==> src/rtl/id_stage_pipe.sv <==
// Instruction-decode stage: register file, load-use stall, registered valid/ready output; 1-cycle latency.
// Optional macro ID_WB_BYPASS_EN makes the read ports return same-cycle writeback data.
module id_stage_pipe #(
   parameter int DATA_W   = 32,
   parameter int NUM_REGS = 32,
   parameter int REG_AW   = 5,
   parameter int PC_W     = 32
) (
   input  logic              clk,
   input  logic              rst,
   input  logic              in_valid,
   output logic              in_ready,
   input  logic [PC_W-1:0]   in_pc,
   input  logic [31:0]       in_instr,
   input  logic              flush,
   input  logic [REG_AW-1:0] ex_dest,
   input  logic              ex_mem_read,
   input  logic              wb_en,
   input  logic [REG_AW-1:0] wb_addr,
   input  logic [DATA_W-1:0] wb_data,
   output logic              out_valid,
   input  logic              out_ready,
   output logic [PC_W-1:0]   out_pc,
   output logic [3:0]        out_ex_cmd,
   output logic [DATA_W-1:0] out_reg1,
   output logic [DATA_W-1:0] out_reg2,
   output logic [DATA_W-1:0] out_op2,
   output logic [REG_AW-1:0] out_dest,
   output logic              out_wb_en,
   output logic              out_mem_read,
   output logic              out_mem_write,
   output logic              out_branch,
   output logic              hazard_stall
);

   logic [4:0]        opcode;
   logic [REG_AW-1:0] rs, rt, rd;
   logic [DATA_W-1:0] imm_ext;
   logic [5:0]        unused_instr_bits;

   assign opcode            = in_instr[4:0];
   assign rs                = in_instr[21 +: REG_AW];
   assign rt                = in_instr[16 +: REG_AW];
   assign rd                = in_instr[11 +: REG_AW];
   assign imm_ext           = DATA_W'($signed(in_instr[31:16]));
   assign unused_instr_bits = in_instr[10:5];

   logic [3:0] dec_cmd;
   logic       dec_imm, dec_wb, dec_mr, dec_mw, dec_br, dec_reads_rt;

   always_comb begin
      dec_cmd      = 4'd0;
      dec_imm      = 1'b0;
      dec_wb       = 1'b0;
      dec_mr       = 1'b0;
      dec_mw       = 1'b0;
      dec_br       = 1'b0;
      dec_reads_rt = 1'b0;
      case (opcode)
         5'd1, 5'd2, 5'd3, 5'd4, 5'd5: begin
            dec_cmd      = 4'(opcode);
            dec_wb       = 1'b1;
            dec_reads_rt = 1'b1;
         end
         5'd6: begin
            dec_cmd = 4'd1;
            dec_imm = 1'b1;
            dec_wb  = 1'b1;
         end
         5'd7: begin
            dec_cmd = 4'd1;
            dec_imm = 1'b1;
            dec_wb  = 1'b1;
            dec_mr  = 1'b1;
         end
         5'd8: begin
            dec_cmd      = 4'd1;
            dec_imm      = 1'b1;
            dec_mw       = 1'b1;
            dec_reads_rt = 1'b1;
         end
         5'd9: begin
            dec_cmd      = 4'd2;
            dec_br       = 1'b1;
            dec_reads_rt = 1'b1;
         end
         default: ;
      endcase
   end

   logic [DATA_W-1:0] rf_q [NUM_REGS];
   logic [DATA_W-1:0] rd1, rd2;

   always_ff @(posedge clk or posedge rst) begin
      if (rst) begin
         for (int i = 0; i < NUM_REGS; i++) rf_q[i] <= '0;
      end else if (wb_en && (wb_addr != '0)) begin
         rf_q[wb_addr] <= wb_data;
      end
   end

   always_comb begin
      rd1 = rf_q[rs];
      rd2 = rf_q[rt];
`ifdef ID_WB_BYPASS_EN
      if (wb_en && (wb_addr == rs)) rd1 = wb_data;
      if (wb_en && (wb_addr == rt)) rd2 = wb_data;
`endif
      // r0 is hardwired; this also masks any bypass aimed at it
      if (rs == '0) rd1 = '0;
      if (rt == '0) rd2 = '0;
   end

   logic out_valid_q, out_valid_d, xfer;

   assign hazard_stall = in_valid & ex_mem_read & (ex_dest != '0) &
                         ((ex_dest == rs) | ((ex_dest == rt) & dec_reads_rt));
   assign in_ready     = (~out_valid_q | out_ready) & ~hazard_stall;
   assign xfer         = in_valid & in_ready & ~flush;

   always_comb begin
      out_valid_d = out_valid_q;
      if (flush)          out_valid_d = 1'b0;
      else if (xfer)      out_valid_d = 1'b1;
      else if (out_ready) out_valid_d = 1'b0;
   end

   logic [PC_W-1:0]   pc_q;
   logic [3:0]        cmd_q;
   logic [DATA_W-1:0] reg1_q, reg2_q, op2_q;
   logic [REG_AW-1:0] dest_q;
   logic              wb_q, mr_q, mw_q, br_q;

   always_ff @(posedge clk or posedge rst) begin
      if (rst) begin
         out_valid_q <= 1'b0;
         pc_q        <= '0;
         cmd_q       <= '0;
         reg1_q      <= '0;
         reg2_q      <= '0;
         op2_q       <= '0;
         dest_q      <= '0;
         wb_q        <= 1'b0;
         mr_q        <= 1'b0;
         mw_q        <= 1'b0;
         br_q        <= 1'b0;
      end else begin
         out_valid_q <= out_valid_d;
         if (xfer) begin
            pc_q   <= in_pc;
            cmd_q  <= dec_cmd;
            reg1_q <= rd1;
            reg2_q <= rd2;
            op2_q  <= dec_imm ? imm_ext : rd2;
            dest_q <= dec_imm ? rt : rd;
            wb_q   <= dec_wb;
            mr_q   <= dec_mr;
            mw_q   <= dec_mw;
            br_q   <= dec_br;
         end
      end
   end

   assign out_valid     = out_valid_q;
   assign out_pc        = pc_q;
   assign out_ex_cmd    = cmd_q;
   assign out_reg1      = reg1_q;
   assign out_reg2      = reg2_q;
   assign out_op2       = op2_q;
   assign out_dest      = dest_q;
   assign out_wb_en     = wb_q;
   assign out_mem_read  = mr_q;
   assign out_mem_write = mw_q;
   assign out_branch    = br_q;

endmodule

==> config.mk <==
export PLATFORM = sky130hd
export DESIGN_NAME = id_stage_pipe
export DESIGN_NICKNAME = d
export VERILOG_FILES = /design/src/rtl/id_stage_pipe.sv
export SDC_FILE = /design/constraint.sdc
export NUM_CORES = 2
export LEC_CHECK = 0
export CAP_MARGIN = 20
export CORE_MARGIN = 8
export CORE_UTILIZATION = 35
export DETAILED_ROUTE_END_ITERATION = 8
export DONT_BUFFER_PORTS = 1
export PLACE_DENSITY = 0.56
export SLEW_MARGIN = 20
export SYNTH_ARGS = -nofsm -noshare
export SYNTH_HDL_FRONTEND = slang
export SYNTH_SLANG_ARGS = --single-unit
==> constraint.sdc <==
create_clock -name clk -period 67.7 [get_ports clk]
set_input_delay 3.385 -clock clk [delete_from_list [all_inputs] [get_ports clk]]
set_output_delay 3.385 -clock clk [all_outputs]
set_load 0.01 [all_outputs]
# == Word level (Yosys, flattened, before mapping) ==
# Index checks and enable logic that the tools add are counted.
# totals
rom_bits,0
ramBits,0
elab_cells,107
inputBits,113
memories,0
out_inout_bits,144
reg_bits,1166
latch_bits,0
# classes
mux,23
n_reduce_logical,11
mul,0
n_eq_ne,11
bitwise,15
n_lt_le_gt_ge,4
add_sub_neg,0
shift,0
div,0
# op_table
cell,count
$bwmux W1024,1
$bmux W32 S5,2
$mux W32,8
$demux W32 S5,1
$eq A5 B3 Y1 const B,4
$ge A6 B6 Y1 const B,3
$not A5 Y6,3
$reduce_or A7 Y1,2
$pmux W4 S3,1
$eq A5 B2 Y1 const B,2
$eq A5 B4 Y1 const B,2
$eq A5 B5 Y1,2
$logic_not A5 Y1,2
$reduce_bool A5 Y1,2
$mux W1,9
$and A1 B1 Y1,7
$lt A6 B1 Y1 const B,1
$eq A5 B1 Y1 const B,1
$mux W5,1
$reduce_or A5 Y1,1
$not A1 Y1,3
$reduce_bool A3 Y1,1
$reduce_or A3 Y1,1
$logic_and A1 B1 Y1,2
$or A1 B1 Y1,2

# == Logic depth before layout (Yosys ltp) ==
# depth
word_depth,12
ltp_mapped,9
mapped_depth_nobuf,5

# == Worst setup path before layout ==
# OpenSTA, ideal clock, no wires.
# synth_timing
path_type,input-to-output
start,input port ex_dest[1]
end,output port in_ready
slack_ps,59441
path_buffers,2
required_ps,64315
cell_stages,6
arrival_ps,4874
cell_sequence,or4_1 o211ai_2 or4_1 buf_2 clkbuf_1 and3_1
# synth_between
elab_chain_len,6
word_cells_on_any_way,9
cone_classes,eq/ne (2); bitwise (6); reduce/logical (1)
# synth_rtl
item,line_no,source
start: declaration,16,"input logic [REG_AW-1:0] ex_dest,"
$eq A5 B5 Y1,117,((ex_dest == rs) | ((ex_dest == rt) & dec_reads_rt));
$and A1 B1 Y1,117,
$or A1 B1 Y1,117,
$and A1 B1 Y1 *,116,assign hazard_stall = in_valid & ex_mem_read & (ex_dest != '0) &
$not A1 Y1 *,118,assign in_ready = (~out_valid_q | out_ready) & ~hazard_stall;
$and A1 B1 Y1 *,118,
end: declaration,12,"output logic in_ready,"
# Mark *: on every way between the ends. The rest lies on a longest branch, timed or not.

# == Final worst setup path ==
# Ends and elaborated chain as after synthesis.

==> flow_metrics.py <==
metrics = {
    "status": {
        "outcome": "finished clean",
    },
    "worst_setup_path": {
        "cp_max_fo": 24,
        "crit_buf_inv": 1,
        "cpMostUsedCell": "or4_1",
        "worstReg2RegStart": "out_valid",
        "cp_slowest_cell": "or4_1",
        "reg2reg_slack_ns": 64.92,
        "r2r_cells": 8,
        "critPathMaxStageDelay_ns": 0.53,
        "endpoint_kind": "output port",
        "critical_path_required_ns": 64.32,
        "start_kind": "input port",
        "path_delay_family": "simple AND/OR/NAND/NOR gates",
        "r2r-end": "out_reg2[6]",
        "worstPathCellList": "or4_1, o211ai_2, or4_1, buf_4, and3_1",
        "crit_arrival_ns": 5.05,
        "path_class": "input port to output port",
    },
    "min_path": {
        "min_path_cells": 0,
        "min_to": "rf_q[1017]",
        "hp-class": "flop to flop",
        "hold_start": "rf_q[1017]",
    },
    "place": {
        "post-place-ws_ns": 59.32,
        "gp_congestion": 0.7522,
        "portBuffers": 0,
        "place_hpwl_um": 99980,
        "post_dp_cell_area_sq_um": 61620,
    },
    "detailed_routing": {
        "drt-total-wl_um": 189700,
        "dr.first_iter.drc_count": 2649,
        "drtAntennaViolNets": 0,
        "vias": 35530,
        "via_per_inst": 6.007,
        "wl_per_cell_um": 32.07,
        "first_pass_iters": 5,
        "drc": 0,
    },
    "clocking": {
        "post-cts-setup-buffers": 0,
        "cts_max_path_buffers": 3,
        "cts_hold_buf": 0,
        "clock_sinks": 1166,
        "cts-root-buf": "clkbuf_16",
        "cts.htree.levels": 4,
        "clk_latency_ns": 0.78,
        "clk_pin_slew_ns": 0.05,
        "cts-resized-gates": 0,
        "numCtsBuffers": 135,
        "cts_tree": "built",
    },
    "logic_synthesis": {
        "syn-instance-count": 3823,
        "synthAdderAreaFrac": 0,
        "ys_warn_count": 0,
        "syn-cell-area_sq_um": 59930,
        "synth-edff-count": 0,
        "muxShareOfSynthArea": 0.4316,
        "avgSynthCellArea_sq_um": 15.68,
        "synth_top_area_frac": 0.4869,
        "synthXorXnorAreaFrac": 0.001462,
        "yosysTopAreaCell": "dfrtp_1",
        "async_reset_ff_frac": 1.000,
        "ys_ff_latch": 1166,
        "synth_top_family_by_area": "multiplexers",
        "ys_seq_area_frac": 0.4869,
        "synth.distinct_cells": 47,
        "synthFlopType": "dfrtp_1",
        "syn-num-nets": 3936,
        "synthSimpleGateAreaFrac": 0.01292,
        "synth_compound_area_frac": 0.03483,
        "synth.area.top_cells": "dfrtp_1 (49%), mux4_2 (22%), mux2_2 (19%)",
    },
    "power_and_ir_drop": {
        "swShare": 0.2592,
        "ir_drop_mv": 0.02188,
        "p_int_mw": 1.515,
        "seq_power_share": 0.461,
        "pwr-share-clk": 0.372,
        "power_frac_comb": 0.167,
        "power_leakage_nw": 27.96,
        "power_density_nw_per_um2": 30.84,
        "power_switching_mw": 0.5300,
    },
    "global_routing": {
        "grt_pass1_wl_um": 276900,
        "antenna_found_initial": 6,
        "grt.total_usage": 0.2022,
        "first_global_vias": 37220,
        "grt_max_degree": 260,
        "grt_overflow": 0,
    },
    "floorplanning": {
        "die_w_um": 429.8,
        "io_pins": 257,
        "start_util": 0.3509,
        "design.die.area_sq_um": 184700,
        "coreArea_sq_um": 170800,
        "die_y_um": 429.8,
        "num_rows": 152,
    },
    "sta": {
        "relSlewSlack": 0.2340,
        "post-route-min-period_ns": 8.430,
        "fin_ws_ns": 59.27,
        "worst_slew_pin_slew_ns": 1.149,
        "fmax_mhz": 118.6,
        "hold_violations": 0,
        "fin_setup_tns_ns": 0,
        "hold_slack_ns": 0.3895,
        "finalSetupViolCount": 0,
        "rsz0062_at_grt": "no",
        "finClkSkew_ns": 0.03102,
        "finalCritPeriodShare": 0.1245,
        "report.final.slew_viol_count": 0,
    },
    "run": {
        "timing.max_cap.violations": 0,
    },
    "layout": {
        "layout-area-overhead-vs-synth_pct": 10.63,
        "postLayoutCoreUtil": 0.3882,
        "final_area_sq_um": 66300,
        "nFillCells": 15800,
        "drive_above_1_share": 0.5283,
        "final_nets": 3686,
    },
}
## registers in the layout (all words and copies together) (netlist names)
signal and count:
out_reg1 32, out_reg2 32, out_branch 1, out_valid 1
out_dest 5, out_pc 32, out_op2 32, out_wb_en 1
out_mem_write 1, rf_q 1024, out_mem_read 1, out_ex_cmd 4
## Yosys cell counts (22+ instances only)
cell,n
dfrtp_1,1166
mux2_2,1030
mux4_2,576
clkbuf_1,270
mux2i_1,128
buf_2,110
o31ai_1,96
nand2_1,70
buf_1,52
a31oi_1,40
a211oi_1,33
o21ai_0,33
a22oi_1,32
o22ai_1,32
nor2_1,22
## power by group through the flow
stage	clock (mW)	sequential, mW	combinational (mW)
floorplan	0	0.915	0.310
global placement	0	0.950	0.336
detailed placement	0	0.954	0.344
CTS	0.777	0.942	0.345
global route	0.805	0.961	0.367
finish	0.760	0.943	0.342
## worst max-delay path by stage
| stage | from | end | cells past startpoint |
|---|---|---|---|
| global placement | ex_dest[1] | in_ready | 5 |
| detailed placement | ex_dest[1] | in_ready | 5 |
| global route | ex_dest[1] | in_ready | 5 |
| finish | ex_dest[1] | in_ready | 5 |
| floorplan | rst | out_branch | 1 |
| CTS | ex_dest[1] | in_ready | 5 |
## cell usage in the layout (no fill, tap or decap), types with 22 or more instances in the layout
master,instances
dfrtp_1,1166
mux2_2,1030
mux4_2,576
clkbuf_16,141
mux2i_1,128
o31ai_1,96
nand2_1,55
buf_4,52
a31oi_1,40
o21ai_0,33
a211oi_1,33
a22oi_1,32
o22ai_1,32
clkbuf_8,32
clkinv_2,24
clkbuf_1,22
## cells by family (layout without fill, tap and decap cells)
kind of cell,after synthesis,count (layout)
XOR/XNOR,10,10
AND/OR/NAND/NOR,158,158
AO/OA/AOI/OAI,290,290
buffers and inverters,464,319
flip-flops,1166,1166
multiplexers,1735,1735
other,0,4
## through the flow
| step | power, mW | instances |
|---|---|---|
| after floorplan | 1.225 | 3823 |
| after global placement | 1.286 | 5667 |
| after detailed placement | 1.298 | 5667 |
| after CTS | 2.063 | 5909 |
| after global routing | 2.134 | 5913 |
| final | 2.045 | 5915 |
## cell type report
| class | instances | area [sq um] | area share |
|---|---|---|---|
| sequential | 1166 | 29180 | 0.4401 |
| tap | 2233 | 2794 | 0.04214 |
| clock buffer | 195 | 4051 | 0.06111 |
| clock inverter | 47 | 559.3 | 0.008436 |
| timing repair buffer | 58 | 525.5 | 0.007927 |
| multi-input combinational | 2193 | 29100 | 0.4389 |
| inverter | 19 | 78.83 | 0.001189 |
| antenna | 4 | 10.01 | 0.0001510 |
## layer usage
| layer | vias up | wire [um] | GRT usage |
|---|---|---|---|
| met1 | 19740 | 76720 | 0.2547 |
| li1 | 14400 | - | - |
| met2 | 1076 | 96430 | 0.3507 |
| met3 | 315 | 9908 | 0.03864 |
| met5 | - | 0 | 0 |
| met4 | 0 | 6628 | 0.06700 |
(Power assumes the default switching activity.)
